$ cat src/rtl/pa_clint_busif.sv
// AHB-Lite slave front end of the CLINT: address decode, data-phase strobes, read mux, OKAY/ERROR responses.
// Optional macro CLINT_ERR_RESP_EN enables the two-cycle ERROR response; otherwise illegal transfers complete OKAY.
module pa_clint_busif #(
  parameter int ADDR_W = 16
) (
  input  logic              clint_clk,
  input  logic              cpurst_b,
  input  logic              clint_hsel,
  input  logic [1:0]        clint_htrans,
  input  logic              clint_hwrite,
  input  logic [ADDR_W-1:0] clint_haddr,
  input  logic [2:0]        clint_hsize,
  input  logic [31:0]       clint_hwdata,
  output logic              clint_hready,
  output logic              clint_hresp,
  output logic [31:0]       clint_hrdata,
  input  logic [1:0]        cpu_clint_mode,
  output logic              busif_regs_msip_sel,
  output logic              busif_regs_mtimecmp_lo_sel,
  output logic              busif_regs_mtimecmp_hi_sel,
  output logic [31:0]       busif_regs_wdata,
  output logic              busif_regs_write_vld,
  input  logic [31:0]       msip_value,
  input  logic [31:0]       mtimecmp_lo_value,
  input  logic [31:0]       mtimecmp_hi_value,
  input  logic [31:0]       mtime_lo_value,
  input  logic [31:0]       mtime_hi_value
);

`ifdef CLINT_ERR_RESP_EN
  localparam bit ERR_EN = 1'b1;
`else
  localparam bit ERR_EN = 1'b0;
`endif

  localparam int NREG = 5;
  // Index order: 0 MSIP, 1 MTIMECMP_LO, 2 MTIMECMP_HI, 3 MTIME_LO, 4 MTIME_HI
  localparam logic [NREG-1:0][ADDR_W-1:0] REG_ADDR = {
    ADDR_W'(16'hBFFC), ADDR_W'(16'hBFF8), ADDR_W'(16'h4004),
    ADDR_W'(16'h4000), ADDR_W'(16'h0000)
  };

  typedef enum logic [1:0] {IDLE, DATA, ERR1, ERR2} state_t;

  state_t              state_reg, state_next;
  logic                write_reg;
  logic [NREG-1:0]     sel_reg;
  logic                illegal_reg;

  logic                accept;
  logic [NREG-1:0]     sel_dec;
  logic                illegal_dec;
  logic [NREG-1:0][31:0] reg_value;
  logic [31:0]         rd_mux;
  logic                data_ok;

  assign reg_value = {mtime_hi_value, mtime_lo_value, mtimecmp_hi_value,
                      mtimecmp_lo_value, msip_value};

  genvar gi;
  generate
    for (gi = 0; gi < NREG; gi++) begin : g_dec
      assign sel_dec[gi] = (clint_haddr == REG_ADDR[gi]);
    end
  endgenerate

  assign accept = clint_hsel & clint_htrans[1] & clint_hready;

  // MTIME words are read-only; any write requires machine mode
  assign illegal_dec = (clint_hsize != 3'b010)
                     | (clint_haddr[1:0] != 2'b00)
                     | ~(|sel_dec)
                     | (clint_hwrite & (sel_dec[3] | sel_dec[4]))
                     | (clint_hwrite & (cpu_clint_mode != 2'b11));

  always_ff @(posedge clint_clk or negedge cpurst_b) begin
    if (!cpurst_b) begin
      state_reg   <= IDLE;
      write_reg   <= 1'b0;
      sel_reg     <= '0;
      illegal_reg <= 1'b0;
    end else begin
      state_reg <= state_next;
      if (accept) begin
        write_reg   <= clint_hwrite;
        sel_reg     <= sel_dec;
        illegal_reg <= illegal_dec;
      end
    end
  end

  always_comb begin
    rd_mux = '0;
    for (int i = 0; i < NREG; i++) begin
      rd_mux = rd_mux | ({32{sel_reg[i]}} & reg_value[i]);
    end
  end

  always_comb begin
    state_next                 = IDLE;
    clint_hready               = 1'b1;
    clint_hresp                = 1'b0;
    clint_hrdata               = '0;
    busif_regs_write_vld       = 1'b0;
    busif_regs_msip_sel        = 1'b0;
    busif_regs_mtimecmp_lo_sel = 1'b0;
    busif_regs_mtimecmp_hi_sel = 1'b0;
    data_ok                    = (state_reg == DATA) & ~illegal_reg;

    case (state_reg)
      ERR1:    state_next = ERR2;
      default: if (accept) state_next = (ERR_EN && illegal_dec) ? ERR1 : DATA;
    endcase

    clint_hready = (state_reg != ERR1);
`ifdef CLINT_ERR_RESP_EN
    clint_hresp  = (state_reg == ERR1) | (state_reg == ERR2);
`endif

    busif_regs_write_vld       = data_ok & write_reg;
    busif_regs_msip_sel        = busif_regs_write_vld & sel_reg[0];
    busif_regs_mtimecmp_lo_sel = busif_regs_write_vld & sel_reg[1];
    busif_regs_mtimecmp_hi_sel = busif_regs_write_vld & sel_reg[2];
    if (data_ok & ~write_reg) clint_hrdata = rd_mux;
  end

  assign busif_regs_wdata = clint_hwdata;

endmodule

$ cat config.mk
export PLATFORM = sky130hd
export DESIGN_NAME = pa_clint_busif
export DESIGN_NICKNAME = d
export VERILOG_FILES = /design/src/rtl/pa_clint_busif.sv
export SDC_FILE = /design/constraint.sdc
export NUM_CORES = 1
export LEC_CHECK = 0
export CAP_MARGIN = 20
export CORE_AREA = 2 2 113 115
export DETAILED_ROUTE_END_ITERATION = 12
export DIE_AREA = 0 0 115 117
export GPL_ROUTABILITY_DRIVEN = 1
export GPL_TIMING_DRIVEN = 0
export SYNTH_ARGS = -nofsm -noshare
export SYNTH_HDL_FRONTEND = slang
export SYNTH_SLANG_ARGS = --single-unit
export TNS_END_PERCENT = 50
$ cat constraint.sdc
create_clock -name clint_clk -period 1.9 [get_ports clint_clk]
set_clock_uncertainty 0.1 [all_clocks]
set_input_delay 0.38 -clock clint_clk [delete_from_list [all_inputs] [get_ports clint_clk]]
set_output_delay 0.38 -clock clint_clk [all_outputs]
set_load 0.1 [all_outputs]
---- Yosys cells after proc, flatten, opt, wreduce, memory -nomap -nowiden ----
Cells that the tools add are included.
storage, ports and cells
  bits in registers ....................... 9
  input port bits ......................... 219
cells by class
  equality and inequality tests ........... 9
  muxes and demuxes ....................... 3
  bitwise operators ....................... 27
  reduce and logical (&&, ||, !) cells .... 3
operators with widths
  cell                    count
  $and A32 B32 Y32        5
  $or A32 B32 Y32         4
  $eq A16 B15 Y1 const B  2
  $eq A16 B16 Y1 const B  2
  $mux W32                1
  $logic_not A16 Y1       1
  $and A1 B1 Y1           10
  $or A1 B1 Y1            5
  $reduce_or A5 Y1        1
  $ne A2 B2 Y1 const B    2
  $ne A3 B2 Y1 const B    1
  $not A1 Y1              3
  $eq A2 B1 Y1 const B    1
  $eq A2 B2 Y1 const B    1
  $mux W2                 1
  $reduce_bool A2 Y1      1
  $mux W1                 1

---- Depth between registers and ports, before layout ----
  word-level depth ........................ 6
  gate-level depth with buffers ........... 5

---- Worst setup path after synthesis ----
Ideal clock, no wire load.
  path kind ............................... flip-flop to output port
  from .................................... register state_reg[1]
  to ...................................... output clint_hrdata[10]
  data arrival time ....................... 2.486 ns
  data required time ...................... 1.420 ns
  slack ................................... -1.066 ns
  stages on the path, launching flop included .. 4
  path buffers ............................ 1
  path through ............................ dfrtp_1 or4b_1 buf_2 a21oi_1
between the ends
  cells in the longest elaborated chain, start to end .. 4
RTL lines
  item                    line  text
  start, declared         45    state_t state_reg, state_next;
  start signal, assigned  83    state_reg <= state_next;
  $eq A2 B1 Y1            108   data_ok = (state_reg == DATA) & ~illegal_reg;
  $and A1 B1 Y1           108
  $and A1 B1 Y1           124   if (data_ok & ~write_reg) clint_hrdata = rd_mux;
  $mux W32                124
  end, declared           16    output logic [31:0] clint_hrdata,
No other way between the ends.

---- Worst setup path in the final report ----
  from .................................... register state_reg[1]
  to ...................................... output clint_hrdata[11]
The elaborated chain is that of the path after synthesis.

==> impl_metrics.toml <==
[critical_path]
worst_setup_path_start_kind = "flop"
reg2reg_setup_slack_ps = 410
cp-endpoint = "clint_hrdata[11]"
critPathKind = "reg -> out"
worst-endpoint-arrival_ps = 1850
r2r_cells = 5
crit_path_max_fanout = 7
cp-end-kind = "primary output"
cp.required_ps = 1420
crit_slowest_cell = "or4b_4"
cp_cell_sequence = "or4b_4, buf_12, buf_12, a21oi_4, buf_12"
critPathBufInv = 3
worst_path_most_repeated_cell = "buf_12"
r2r-start = "state_reg[0]$_DFF_PN0_"
cp_num_cells = 5
critPathLaunch = "state_reg[1]$_DFF_PN0_"
crit_family = "simple AND/OR/NAND/NOR gates"
critPathMaxStageDelay_ps = 550
rr_endpoint = "sel_reg[3]$_DFFE_PN0P_"

[detailed_routing]
top_layer = "met4"
first_iter_violations = 188
route.met2.wl_um = 6060
viasPerCell = 4.70
avgRoutedWirePerCell_um = 18.7
drcViolationCount = 0
wl_met1_um = 4290
num_vias = 2888
ant_nets = 0
routed-wl-met3_um = 1070
first_pass_iters = 5
wirelength_um = 11500

[synthesis]
synth_xor_xnor_area_share_pct = 0
synth_top_family_by_area = "compound AO/OA/AOI/OAI gates"
synth_area_um2 = 1740
synth-simple-area-share_pct = 12.0
avgSynthCellArea_um2 = 8.37
synthAdderAreaFrac_pct = 0
ys_warn_count = 0
synth_edf_count = 0
synthMuxAreaShare_pct = 0.647
synth_cell_type_count = 34
yosys.area.top_type = "a222oi_1"
synthFlopType = "dfrtp_1"
synth_compound_area_share_pct = 52.5
yosysSeqAreaShare_pct = 12.9
netlist_top_cells_area = "a222oi_1, a21oi_2, buf_4"
synth_top_area_share_pct = 18.4
netlist_instances = 208
ys_seq_elements = 9
syn_nets = 427
async_flop_share_pct = 100

[grt]
grt_pass1_vias = 2861
grt_pass1_wl_um = 15700
antenna_found_initial = 0
grt_overflow_total = 0
grt_max_degree = 11
grt_usage_pct = 15.0

[power]
total_power_mw = 1.37
p_switching_mw = 0.465
switching_share_pct = 33.8
p_leak_nw = 1.82
p_seq_share_pct = 14.5
pwr-share-clk_pct = 26.3
power_density_nw_per_um2 = 264
p_int_mw = 0.910
p_comb_share_pct = 59.2
max-vdd-ir-drop_mv = 0.190

[sta]
slew_violations = 0
fin_crit_ps = 2330
worst_pin_slew_ps = 501
finalCritPeriodShare_pct = 123
fmax_mhz = 429
setup_viol = 32
hold_viol = 0
rsz0062_at_grt = "yes"
finalWorstSetupSlack_ps = -433
relSlewSlack_pct = 66.6

[layout]
layout.nets = 684
drive_gt1_share_pct = 37.9
fin_cells = 614
antenna_cells = 0
syn_to_final_growth_pct = 199
multi_input_area_um2 = 1390
largest_reg_flops = 5
layout_common_cells = "clkdlybuf4s50_1, buf_4, buf_12"
area.sequential_um2 = 229
final_common_cell = "clkdlybuf4s50_1"
n_fill_cell = 1174

[die]
chipHeight_um = 117
fp.dieArea_um2 = 13500
pin_count = 289
initial_core_util_pct = 14.1
fp-row-count = 41
core_um2 = 12300
die_x_um = 115

[clocking]
htreeDepth = 1
clock_path_buffers = 2
cts_tree = "yes"
cts_root_buffer = "clkbuf_16"
numCtsBuffers = 3
path_clk_slew_ps = 40
cts.sinks = 9
clkLatencyLatePin_ps = 230
cts_hold_buf = 0

[min_path]
hold_path.class = "in -> async"

[placed_design]
placed_cells = 612
gp_congestion = 0.810
pre_cts_ws_ps = -1380
port_buffers = 254
dp_hpwl_um = 9370

[flow_run]
drv_cap = 0

[outcome]
status = "complete, but fails checks"
violations = "setup timing"
routing by layer:
layer	GRT usage [%]	vias up
met1	17.5	1357
met5	0	-
li1	-	1341
met4	2.01	0
met2	29.0	182
met3	3.04	8
metrics by stage:
step	utilization (%)	area, um^2	setup TNS (ps)	hold WS (ps)
final	42.2	5200	-12790	346
after global routing	42.2	5200	-13860	392
after floorplan	-	2030	-11300	-15.6
after global placement	38.6	4760	-50670	400
after CTS	42.0	5160	-12590	364
after detailed placement	38.6	4760	-50830	415
synth_stat cells, types with 2 or more instances:
library cell and number:
a21oi_1 2, a21oi_2 30, a222oi_1 32, a22oi_1 32, and2_1 3, buf_2 2
buf_4 33, buf_6 3, clkbuf_1 20, dfrtp_1 9, inv_1 3, nand2_1 10
nand4_1 3, nor4_1 4, o21ai_0 2, o31ai_2 2
power groups by stage:
| stage | sequential, mW | combinational [mW] | clock [mW] |
|---|---|---|---|
| 2_1_floorplan | 0.201 | 0.349 | 0 |
| 3_3_place_gp | 0.202 | 0.811 | 0 |
| 3_5_place_dp | 0.202 | 0.818 | 0 |
| 4_1_cts | 0.200 | 0.816 | 0.366 |
| 5_1_grt | 0.200 | 0.845 | 0.374 |
| 6_report | 0.200 | 0.814 | 0.361 |
layout make-up:
cell class / instances / share of cell area (%)
Multi-Input combinational cell: 138 / 26.8
Clock buffer: 4 / 1.52
Sequential cell: 9 / 4.40
Timing Repair Buffer: 257 / 54.9
Buffer: 53 / 8.54
Tap cell: 150 / 3.61
Inverter: 3 / 0.217
timing repair:
action / 4_1_cts / 5_1_grt
hold endpoints to repair: 0 / 0
endpoints found under the setup margin: 69 / 36
gates resized for setup: 382 / 6
buffers inserted: 1 / 0
pin swaps: 6 / 1
gates cloned: 1 / 1
cell families (layout without fill, tap and decap cells):
family	count (synthesis)	count (layout)
muxes	1	1
DFF	9	9
and+or+nand+nor	32	32
AOI/OAI and AO/OA	104	104
other	1	1
buffers and inverters	61	317
worst min path at each step:
stage                                      from                      end  slack (ps)  cells after the start
after floorplan                        cpurst_b  illegal_reg$_DFFE_PN0P_         -20                      0
after global placement    write_reg$_DFFE_PN0P_    write_reg$_DFFE_PN0P_         400                      1
after detailed placement  write_reg$_DFFE_PN0P_    write_reg$_DFFE_PN0P_         410                      1
after CTS                              cpurst_b   state_reg[0]$_DFF_PN0_         360                      1
after global routing                   cpurst_b   state_reg[0]$_DFF_PN0_         390                      1
final                                  cpurst_b   state_reg[0]$_DFF_PN0_         350                      1
No activity file was read; power rests on OpenSTA's default activity.
